$ cat src/rtl/cdb_arbiter_if.sv
// rtl/cdb_arbiter_if.sv - FU result inputs and CDB broadcast outputs of the writeback arbiter
interface cdb_arbiter_if #(
    parameter int NUM_FU = 3,
    parameter int DATA_W = 32,
    parameter int TAG_W  = 4,
    parameter int PC_W   = 32,
    parameter int SRC_W  = (NUM_FU > 1) ? $clog2(NUM_FU) : 1
);
    logic                     flush;
    logic                     wb_stall;
    logic [NUM_FU-1:0]        fu_valid;
    logic [NUM_FU*DATA_W-1:0] fu_data;
    logic [NUM_FU*TAG_W-1:0]  fu_tag;
    logic [NUM_FU*PC_W-1:0]   fu_pc;
    logic [NUM_FU-1:0]        fu_ready;
    logic                     cdb_valid;
    logic [DATA_W-1:0]        cdb_data;
    logic [TAG_W-1:0]         cdb_tag;
    logic [PC_W-1:0]          cdb_pc;
    logic [SRC_W-1:0]         cdb_src;

    modport master (
        output flush, wb_stall, fu_valid, fu_data, fu_tag, fu_pc,
        input  fu_ready, cdb_valid, cdb_data, cdb_tag, cdb_pc, cdb_src
    );

    modport slave (
        input  flush, wb_stall, fu_valid, fu_data, fu_tag, fu_pc,
        output fu_ready, cdb_valid, cdb_data, cdb_tag, cdb_pc, cdb_src
    );
endinterface

$ cat src/rtl/cdb_arbiter.sv
// rtl/cdb_arbiter.sv - per-FU result FIFOs round-robin arbitrated onto the common data bus
module cdb_fu_fifo #(
    parameter int W     = 68,
    parameter int DEPTH = 2
) (
    input  logic         clk,
    input  logic         rst,
    input  logic         flush,
    input  logic         push_valid,
    input  logic [W-1:0] push_data,
    output logic         push_ready,
    input  logic         pop,
    output logic [W-1:0] head_data,
    output logic         not_empty
);
    localparam int AW = $clog2(DEPTH);
    localparam int CW = AW + 1;

    logic [W-1:0]  mem [DEPTH];
    logic [AW-1:0] wr_ptr;
    logic [AW-1:0] rd_ptr;
    logic [CW-1:0] count;
    logic          push;
    logic          do_pop;

    // Ready looks only at the registered count; a same-cycle pop does not free a slot.
    assign push_ready = !rst && (count < CW'(DEPTH));
    assign push       = push_valid && push_ready && !flush;
    assign do_pop     = pop && not_empty;
    assign not_empty  = (count != '0);
    assign head_data  = mem[rd_ptr];

    always_ff @(posedge clk) begin
        if (rst || flush) begin
            wr_ptr <= '0;
            rd_ptr <= '0;
            count  <= '0;
        end else begin
            if (push) begin
                wr_ptr <= wr_ptr + AW'(1);
            end
            if (do_pop) begin
                rd_ptr <= rd_ptr + AW'(1);
            end
            case ({push, do_pop})
                2'b10:   count <= count + CW'(1);
                2'b01:   count <= count - CW'(1);
                default: count <= count;
            endcase
        end
    end

    always_ff @(posedge clk) begin
        if (push) begin
            mem[wr_ptr] <= push_data;
        end
    end
endmodule

module cdb_arbiter #(
    parameter int NUM_FU = 3,
    parameter int DATA_W = 32,
    parameter int TAG_W  = 4,
    parameter int PC_W   = 32,
    parameter int DEPTH  = 2
) (
    input logic          clk,
    input logic          rst,
    cdb_arbiter_if.slave bus
);
    localparam int SRC_W = (NUM_FU > 1) ? $clog2(NUM_FU) : 1;
    localparam int ENT_W = PC_W + TAG_W + DATA_W;

    logic [ENT_W-1:0]  head [NUM_FU];
    logic [NUM_FU-1:0] cand;
    logic [NUM_FU-1:0] pop_sel;
    logic [NUM_FU-1:0] ready_v;
    logic [SRC_W-1:0]  rr_ptr;
    logic [SRC_W-1:0]  rr_next;
    logic [SRC_W-1:0]  grant_idx;
    logic [SRC_W-1:0]  scan_idx;
    logic              grant_any;
    logic              grant_fire;

    for (genvar i = 0; i < NUM_FU; i++) begin : g_fu
        cdb_fu_fifo #(
            .W     (ENT_W),
            .DEPTH (DEPTH)
        ) u_fifo (
            .clk        (clk),
            .rst        (rst),
            .flush      (bus.flush),
            .push_valid (bus.fu_valid[i]),
            .push_data  ({bus.fu_pc[i*PC_W +: PC_W],
                          bus.fu_tag[i*TAG_W +: TAG_W],
                          bus.fu_data[i*DATA_W +: DATA_W]}),
            .push_ready (ready_v[i]),
            .pop        (pop_sel[i]),
            .head_data  (head[i]),
            .not_empty  (cand[i])
        );

        assign pop_sel[i] = grant_fire && (grant_idx == SRC_W'(i));
    end

    assign bus.fu_ready = ready_v;

    // First non-empty FIFO at or after rr_ptr, wrapping modulo NUM_FU.
    always_comb begin
        grant_any = 1'b0;
        grant_idx = '0;
        scan_idx  = '0;
        for (int k = 0; k < NUM_FU; k++) begin
            scan_idx = SRC_W'((int'(rr_ptr) + k) % NUM_FU);
            if (!grant_any && cand[scan_idx]) begin
                grant_any = 1'b1;
                grant_idx = scan_idx;
            end
        end
    end

    assign grant_fire = grant_any && !bus.wb_stall && !bus.flush;
    assign rr_next    = (grant_idx == SRC_W'(NUM_FU - 1)) ? '0 : grant_idx + SRC_W'(1);

    // Broadcast fields hold their last value while idle; only cdb_valid drops.
    always_ff @(posedge clk) begin
        if (rst) begin
            rr_ptr        <= '0;
            bus.cdb_valid <= 1'b0;
            bus.cdb_data  <= '0;
            bus.cdb_tag   <= '0;
            bus.cdb_pc    <= '0;
            bus.cdb_src   <= '0;
        end else if (grant_fire) begin
            rr_ptr        <= rr_next;
            bus.cdb_valid <= 1'b1;
            {bus.cdb_pc, bus.cdb_tag, bus.cdb_data} <= head[grant_idx];
            bus.cdb_src   <= grant_idx;
        end else begin
            bus.cdb_valid <= 1'b0;
        end
    end
endmodule

$ cat src/flat_wrapper.sv
// flat-port wrapper written by rule: the top's interface ports become plain ports
module cdb_arbiter_flat 
#(
    parameter int NUM_FU = 3,
    parameter int DATA_W = 32,
    parameter int TAG_W  = 4,
    parameter int PC_W   = 32,
    parameter int DEPTH  = 2
)
  (clk, rst, bus_flush, bus_wb_stall, bus_fu_valid, bus_fu_data, bus_fu_tag, bus_fu_pc, bus_fu_ready, bus_cdb_valid, bus_cdb_data, bus_cdb_tag, bus_cdb_pc, bus_cdb_src);
  cdb_arbiter_if #(.NUM_FU(NUM_FU), .DATA_W(DATA_W), .TAG_W(TAG_W), .PC_W(PC_W)) bus_i ();
  input logic clk;
  input logic rst;
  input wire logic [$bits(bus_i.flush)-1:0] bus_flush;
  input wire logic [$bits(bus_i.wb_stall)-1:0] bus_wb_stall;
  input wire logic [$bits(bus_i.fu_valid)-1:0] bus_fu_valid;
  input wire logic [$bits(bus_i.fu_data)-1:0] bus_fu_data;
  input wire logic [$bits(bus_i.fu_tag)-1:0] bus_fu_tag;
  input wire logic [$bits(bus_i.fu_pc)-1:0] bus_fu_pc;
  output wire logic [$bits(bus_i.fu_ready)-1:0] bus_fu_ready;
  output wire logic [$bits(bus_i.cdb_valid)-1:0] bus_cdb_valid;
  output wire logic [$bits(bus_i.cdb_data)-1:0] bus_cdb_data;
  output wire logic [$bits(bus_i.cdb_tag)-1:0] bus_cdb_tag;
  output wire logic [$bits(bus_i.cdb_pc)-1:0] bus_cdb_pc;
  output wire logic [$bits(bus_i.cdb_src)-1:0] bus_cdb_src;
  assign bus_i.flush = bus_flush;
  assign bus_i.wb_stall = bus_wb_stall;
  assign bus_i.fu_valid = bus_fu_valid;
  assign bus_i.fu_data = bus_fu_data;
  assign bus_i.fu_tag = bus_fu_tag;
  assign bus_i.fu_pc = bus_fu_pc;
  assign bus_fu_ready = bus_i.fu_ready;
  assign bus_cdb_valid = bus_i.cdb_valid;
  assign bus_cdb_data = bus_i.cdb_data;
  assign bus_cdb_tag = bus_i.cdb_tag;
  assign bus_cdb_pc = bus_i.cdb_pc;
  assign bus_cdb_src = bus_i.cdb_src;
  cdb_arbiter #(.NUM_FU(NUM_FU), .DATA_W(DATA_W), .TAG_W(TAG_W), .PC_W(PC_W), .DEPTH(DEPTH)) u_core (.clk(clk), .rst(rst), .bus(bus_i));
endmodule
$ cat config.mk
export PLATFORM = sky130hd
export DESIGN_NAME = cdb_arbiter_flat
export DESIGN_NICKNAME = d
export VERILOG_FILES = /design/src/rtl/cdb_arbiter_if.sv /design/src/rtl/cdb_arbiter.sv /design/src/flat_wrapper.sv
export SDC_FILE = /design/constraint.sdc
export NUM_CORES = 1
export LEC_CHECK = 0
export ABC_AREA = 1
export CORE_UTILIZATION = 45
export CTS_CLUSTER_DIAMETER = 40
export DETAILED_ROUTE_END_ITERATION = 6
export PLACE_DENSITY_LB_ADDON = 0.08
export SLEW_MARGIN = 20
export SYNTH_ARGS = -nofsm -noshare
export SYNTH_HDL_FRONTEND = slang
export SYNTH_HIERARCHICAL = 1
export SYNTH_SLANG_ARGS = --single-unit
export TNS_END_PERCENT = 5
$ cat constraint.sdc
create_clock -name clk -period 4.97 [get_ports clk]
set_input_delay 0.497 -clock clk [delete_from_list [all_inputs] [get_ports clk]]
set_output_delay 0.497 -clock clk [all_outputs]
set_load 0.005 [all_outputs]
==> results of run 1 <==
-- synthesized netlist by cell type (2+ instances only) --
cell type  number  area share
a21oi_1         9      0.0022
edfxtp_1      408        0.60
buf_6           8      0.0044
o21ai_0        43       0.011
nor3_1          3     0.00074
buf_8           6      0.0044
inv_1          69       0.013
mux2_4         60       0.044
nand3_1       110       0.027
nand2_2         2     0.00062
buf_4           7      0.0026
o21ai_1        71       0.018
clkbuf_1       13      0.0024
dfxtp_1        88       0.087
nand4_1         6      0.0018
inv_2           4     0.00074
mux2_2        144       0.080
buf_2          47       0.012
ha_1            7      0.0043
nand2_1       257       0.048
nor2_1        167       0.031
-- tightest hold or removal path, cell delays in order (launching register included) --
cell     delay [ns]
dfxtp_1        0.31
nand2_1        0.06
a21oi_1        0.06
-- registers in the layout, summed over array words and instances, names as in the netlist, 2 cells and up, named ones only --
| signal | cells |
|---|---|
| u_core/g_fu.u_fifo/mem | 408 |
| u_core/g_fu.u_fifo/wr_ptr | 3 |
| u_core/g_fu.u_fifo/rd_ptr | 3 |
| u_core/bus.cdb_src | 2 |
| u_core/bus.cdb_pc | 32 |
| u_core/rr_ptr | 2 |
| u_core/bus.cdb_data | 32 |
| u_core/g_fu.u_fifo/count | 6 |
| u_core/bus.cdb_tag | 4 |
-- routing by layer --
metal	track usage	wire, um	vias up
met5	0	81	-
met4	0.0643	864	14
met3	0.0650	3900	75
met2	0.371	24600	392
met1	0.298	22500	6218
li1	-	-	6022
-- cell families after synthesis --
kind of cell	synth area share
flops	0.691
buf+inv	0.0392
mux	0.124
fa+ha+maj	0.00432
compound gates	0.0329
simple gates	0.109
-- through the flow --
step            util  cell area, um^2  hold slack (ns)
2_1_floorplan      -            20300            0.455
3_3_place_gp   0.533            23600            0.470
3_5_place_dp   0.533            23600            0.474
4_1_cts        0.588            26100            0.469
5_1_grt        0.588            26100            0.487
6_report       0.588            26100            0.477
-- final cells by class --
cell class	instances	area (um^2)
diodes	2	5.00
inverters	73	277
clock inverters	45	487
fillers	3607	18200
flip-flops and latches	496	14000
well taps	592	741
clock buffers	88	1960
multi-input cells	883	5560
repair buffers	302	3030
-- cell usage in the layout, fill, tap and decap left out, drive strengths merged --
cell type / count
clkinvlp: 7
o31ai: 1
diode: 2
o21ai: 115
clkbuf: 88
nand4: 6
buf: 18
ha: 7
inv: 80
nor3: 3
clkinv: 23
edfxtp: 408
nand3: 110
nand2: 259
bufinv: 8
o21bai: 1
a21oi: 10
nor2: 167
mux2: 204
dfxtp: 88
clkdlybuf4s50: 284
-- final timing paths --
path,from,depth (start not counted),slack [ns],endpoint
min reg2reg,u_core/bus.cdb_src[0],2,0.48,u_core/bus.cdb_src[0]
max reg2reg,u_core/rr_ptr[0],18,1.46,u_core/g_fu[0].u_fifo/count[1]
max,u_core/rr_ptr[0],18,1.46,u_core/g_fu[0].u_fifo/count[1]
min,u_core/bus.cdb_src[0],2,0.48,u_core/bus.cdb_src[0]
-- power by group through the flow --
stage / logic [uW] / registers [uW] / clock network, uW
floorplan: 206 / 4700 / 0
global route: 577 / 4620 / 5350
finish: 531 / 4610 / 5080
global placement: 524 / 4690 / 0
CTS: 537 / 4610 / 5190
detailed placement: 533 / 4700 / 0
==> summary.md, run 1 <==
| Metric | Value |
|---|---|
| Outcome | complete, no violations |
| Ys flop type | edfxtp_1 |
| GRT Resource Usage Total | 0.228 |
| Syn Inst Count | 1534 |
| Final WL | 51.9 mm |
| CP delay by family, top | simple AND/OR/NAND/NOR gates |
| Combinational share of power | 0.052 |
| Worst-Skew Late Latency | 0.58 ns |
| WP data arrival | between 4 and 5 ns |
| Yosys reg bits | 496 |
| LEAKAGE | ~0.0094 uW |
| FFs w/ async S/R, synth | 0 |
| Clock Tree Buf Depth | 3 |
| Post-synthesis sequential area ratio | 0.691 |
| Crit path kind | reg -> reg |
| Avg Synthesized Cell Area | about 13 um^2 |
| Die Y | approximately 210 um |
| Cell variety after synth | 26 |
| Synthesis Warnings | 6 |
| Initial Util | 0.458 |
| CP cell instances | inv_1, ha_1, inv_2, nand2_1, nand2_1, a21oi_4, nand4_1, nand2_4, inv_2, nor3_1, nand2_1, inv_1, ha_1, inv_1, nand2_1, nor2_1, nor2_1, nor2_1 |
| Post-DR wirelength/cell | 20.9 um |
| CTS tree | done |
| Skew final | around 0.021 ns |
| Initial antenna violation count | 9 |
| EDFF count, synth | slightly above 400 |
| # rows | 77 |
| Number of global-route vias before repair | 12942 |
| CTS Buf Count | 72 |
| # nets final | 2046 |
| Fraction of layout cells with a size suffix above 1 | 0.192 |
| Finish-stage setup viols | 0 |
| P&R area growth vs syn | 28.5% |
| Most common cell type on the critical path | nand2_1 |
| Critical path launch point type | flop |
| Psw | around 2100 uW |
| DR iter-0 viols | 629 |
| Routed Antenna Nets | 0 |
| I/O pin cnt | 285 |
| Worst-Margin Slew | around 1.0 ns |
| Syn nets | between 1500 and 2000 |
| Post-route setup slack | 1.46 ns |
| Count of buffer and inverter cells on the critical path | 5 |
| Hold buffers post-CTS | 0 |
| Final Critical Period | 3.51 ns |
| DRC | 0 |
| Postcts setup bufs | 0 |
| Clk sink count | between 400 and 500 |
| RSZ-0062 raised after global routing | false |
| Pwr/cell area | 392 mW/mm^2 |
| Internal Power | 8100 uW |
| Max-Cap Viols | 0 |
| # port buffers | 284 |
| Max Slew Vio Count | 0 |
| Fin cells | approximately 2500 |
| Max transition margin | 0.323 |
| GRT Residual Overflow | 0 |
| Clock power frac | 0.497 |
| Crit path largest cell delay | 0.69 ns |
| Root Buffer | clkbuf_16 |
| Crit. End Element | flop |
| Inst Count DP | 2346 |
| Die width | around 210 um |
| Vias | 12721 |
| Worst VDD drop | 314 uV |
| Pin count of the biggest net entering global routing | 74 |
| Routability cong. | 0.821 |
| Place WS | 1.47 ns |
| Global-route wire length before repair | 78.5 mm |
| Via/cell ratio | 5.13 |
| Synthesized area | 0.0203 mm^2 |
| Pwr Total | 10200 uW |
| Core ar. | 0.0443 mm^2 |
| Worst-path clk slew | 0.05 ns |
| Detailed placement HPWL | about 31 mm |
| Tcrit/Tclk final | 0.706 |
| Fin. Hold Viols | 0 |
| Switching Share | 0.208 |
| DIE AREA | 0.0460 mm^2 |
| H-tree Lvls | 3 |
| Max FO, Critical Path | between 70 and 80 |
| Setup TNS | 0 ns |
| Worst Path Required | 5.48 ns |
| Achievable clock frequency | 0.285 GHz |
| Tightest Hold Check Type | reg -> reg |
| Resized Gates After CTS | 0 |
| CP max stage cell | nand2_4 |
| First-pass DRT Iterations | 5 |
| Power share of the sequential group | 0.451 |
Note: power is estimated with default switching activity, not from simulation.
==> inputs of run 2 (changes only) <==
clock period = 2.8 ns   (was 4.97 ns; I/O delays follow)
==> summary.md, run 2 (synthesis results as in run 1) <==
| Metric | Value |
|---|---|
| Internal Power | 14600 uW (+80%) |
| Initial Util | 0.458 (unchanged) |
| Crit. End Element | flop |
| LEAKAGE | 0.00949 uW (+1.4%) |
| Hold depth | 1 (-1) |
| Commonest non-fill, non-tap cell in the layout | edfxtp_1 |
| Critical path launch point type | flop |
| Final Critical Period | 2.59 ns (-0.923 ns) |
| Routed Antenna Nets | 0 (unchanged) |
| Combinational share of power | 0.057 (+0.005) |
| P&R area growth vs syn | 30.2% |
| Root Buffer | clkbuf_16 |
| Outcome | complete, no violations |
| Max Slew Vio Count | 0 (unchanged) |
| Top flop regs | u_core/g_fu.u_fifo/mem (408), u_core/bus.cdb_data (32), u_core/bus.cdb_pc (32) |
| Die Y | 214 um (unchanged) |
| Pwr/cell area | 693 mW/mm^2 (+77%) |
| Worst-path clk slew | 0.05 ns (about the same) |
| H-tree Lvls | 3 (unchanged) |
| Hold_sp | bus_fu_data[37] |
| Clk sink count | 496 (unchanged) |
| Number of global-route vias before repair | 12610 (-2.6%) |
| Post-DR wirelength/cell | 21.5 um (+2.8%) |
| Fin. Hold Viols | 0 (unchanged) |
| First-pass DRT Iterations | 6 (+1) |
| Pwr Total | 18300 uW (+79%) |
| CTS Buf Count | 69 (-4.2%) |
| Fraction of layout cells with a size suffix above 1 | 0.200 (+0.00816) |
| Psw | 3740 uW (+76%) |
| Max transition margin | 0.577 (+0.255) |
| Die width | 214 um (unchanged) |
| Finish-stage setup viols | 0 (unchanged) |
| Reg-to-Reg End | u_core/g_fu[0].u_fifo/count[1] |
| Tcrit/Tclk final | 0.923 (+0.217) |
| Place WS | 0.153 ns (-1.32 ns) |
| DR iter-0 viols | 1109 (+76%) |
| Hold path endpoint | u_core/g_fu[1].u_fifo/mem[0][5] |
| Hold buffers post-CTS | 0 (unchanged) |
| Detailed placement HPWL | 35.7 mm (+14%) |
| Core ar. | 0.0443 mm^2 (unchanged) |
| Clock Tree Buf Depth | 3 (unchanged) |
| Tightest Hold Check Type | in -> reg |
| Clock power frac | 0.497 (about the same) |
| WP data arrival | 3.09 ns (-0.92 ns) |
| GRT Resource Usage Total | 0.231 (+0.00318) |
| Pin count of the biggest net entering global routing | 126 (+70%) |
| End-of-flow core utilization | 0.596 (+0.00768) |
| # nets final | 2066 (+0.98%) |
| Setup TNS | 0 ns (unchanged) |
| Initial antenna violation count | 4 (-5) |
| Crit path kind | reg -> reg |
| # port buffers | 284 (unchanged) |
| # rows | 77 (unchanged) |
| Skew final | 0.0169 ns (-0.00375 ns) |
| Routability cong. | 0.830 (+1.2%) |
| Placed cell area | 0.0239 mm^2 (+1.2%) |
| Max FO, Critical Path | 7 (-90%) |
| Reg with most FFs | u_core/g_fu.u_fifo/mem |
| GRT Residual Overflow | 0 (unchanged) |
| Worst-Skew Late Latency | 0.57 ns (about the same) |
| Worst-Margin Slew | 0.634 ns (-0.382 ns) |
| Final WL | 53.6 mm (+3.4%) |
| Switching Share | 0.204 (-0.00360) |
| Via/cell ratio | 5.20 (+1.5%) |
| DIE AREA | 0.0460 mm^2 (unchanged) |
| Worst Reg-to-Reg Cells | 19 (+1) |
| Power share of the sequential group | 0.447 (-0.004) |
| Post-route setup slack | 0.215 ns (-1.25 ns) |
| Achievable clock frequency | 0.387 GHz (+36%) |
| Setup slack, reg-to-reg | 0.21 ns (-1.25 ns) |
| Final Cell Area | 0.0264 mm^2 (+1.3%) |
| Max-Cap Viols | 0 (unchanged) |
| I/O pin cnt | 285 (unchanged) |
| Critical R2R Launch | u_core/rr_ptr[1] |
| Worst VDD drop | 519 uV (+65%) |
| CTS tree | done |
| Global-route wire length before repair | 79.0 mm (+0.54%) |
| Vias | 12989 (+2.1%) |
| Max reg flops | 408 (unchanged) |
| Worst Path Required | 3.31 ns (-2.17 ns) |
| Leading cell types in the layout, fill and taps excluded | 408 x edfxtp_1, 284 x clkdlybuf4s50_1, 254 x nand2_1 |
| DRC | 0 (unchanged) |
[run 2: worst max-delay path, stage by stage (launching register included)]
cell	delay, ns
dfxtp_2	0.38
inv_1	0.08
ha_1	0.23
inv_2	0.11
nand2_1	0.09
nand3_1	0.11
nand2_2	0.11
nand3_1	0.15
nand2_1	0.11
nand2_4	0.11
inv_1	0.09
nor3_2	0.18
nand2_1	0.08
inv_1	0.08
ha_1	0.25
inv_1	0.08
nand2_1	0.06
nor2_1	0.08
nor2_1	0.05
nor2_1	0.09
[run 2: metal layers]
metal  global-route usage  vias to the layer above  share of wire  wire length, um
li1                     -                     6052              -                -
met1                0.358                     6353           0.48            26000
met2                0.321                      496           0.42            22700
met3               0.0427                       88          0.070             3750
met4               0.0833                        0          0.024             1270
met5                    0                        -              0                0
[run 2: how the worst max path moves through the flow]
stage                     start                               to  cells after the start  slack (ns)
6_report       u_core/rr_ptr[1]   u_core/g_fu[0].u_fifo/count[1]                     19        0.21
2_1_floorplan               rst  u_core/g_fu[0].u_fifo/mem[1][0]                      3       -0.07
5_1_grt        u_core/rr_ptr[0]   u_core/g_fu[0].u_fifo/count[1]                     18       -0.01
4_1_cts        u_core/rr_ptr[0]   u_core/g_fu[2].u_fifo/count[1]                     17        0.13
3_3_place_gp   u_core/rr_ptr[0]   u_core/g_fu[0].u_fifo/count[1]                     17        0.26
3_5_place_dp   u_core/rr_ptr[0]   u_core/g_fu[2].u_fifo/count[1]                     17        0.15
[run 2: area by class of cell]
class                   count  area, um^2
diodes                      4        10.0
clock buffers              85        1890
clock inverters            38         531
fillers                  3566       17900
inverters                  73         275
multi-input cells         885        5590
flip-flops and latches    496       14000
well taps                 592         741
repair buffers            323        3350
[run 2: power by group through the flow]
stage | Clock [uW] | Combinational [uW] | Sequential (uW)
6_report | 9090 | 1040 | 8180
5_1_grt | 9580 | 1110 | 8190
4_1_cts | 9260 | 1030 | 8180
3_5_place_dp | 0 | 1020 | 8330
3_3_place_gp | 0 | 1020 | 8330
2_1_floorplan | 0 | 367 | 8330
[run 2: metrics by stage]
| stage | std cells | hold WS (ns) |
|---|---|---|
| 3_3_place_gp | 2365 | 0.461 |
| 4_1_cts | 2488 | 0.260 |
| 6_report | 2496 | 0.289 |
| 5_1_grt | 2496 | 0.272 |
| 3_5_place_dp | 2365 | 0.467 |
| 2_1_floorplan | 1534 | 0.349 |
[run 2: timing repair]
item | CTS | global route
resized for setup | 0 | 8
setup endpoints to repair | 0 | 42
setup buffers | 0 | 2
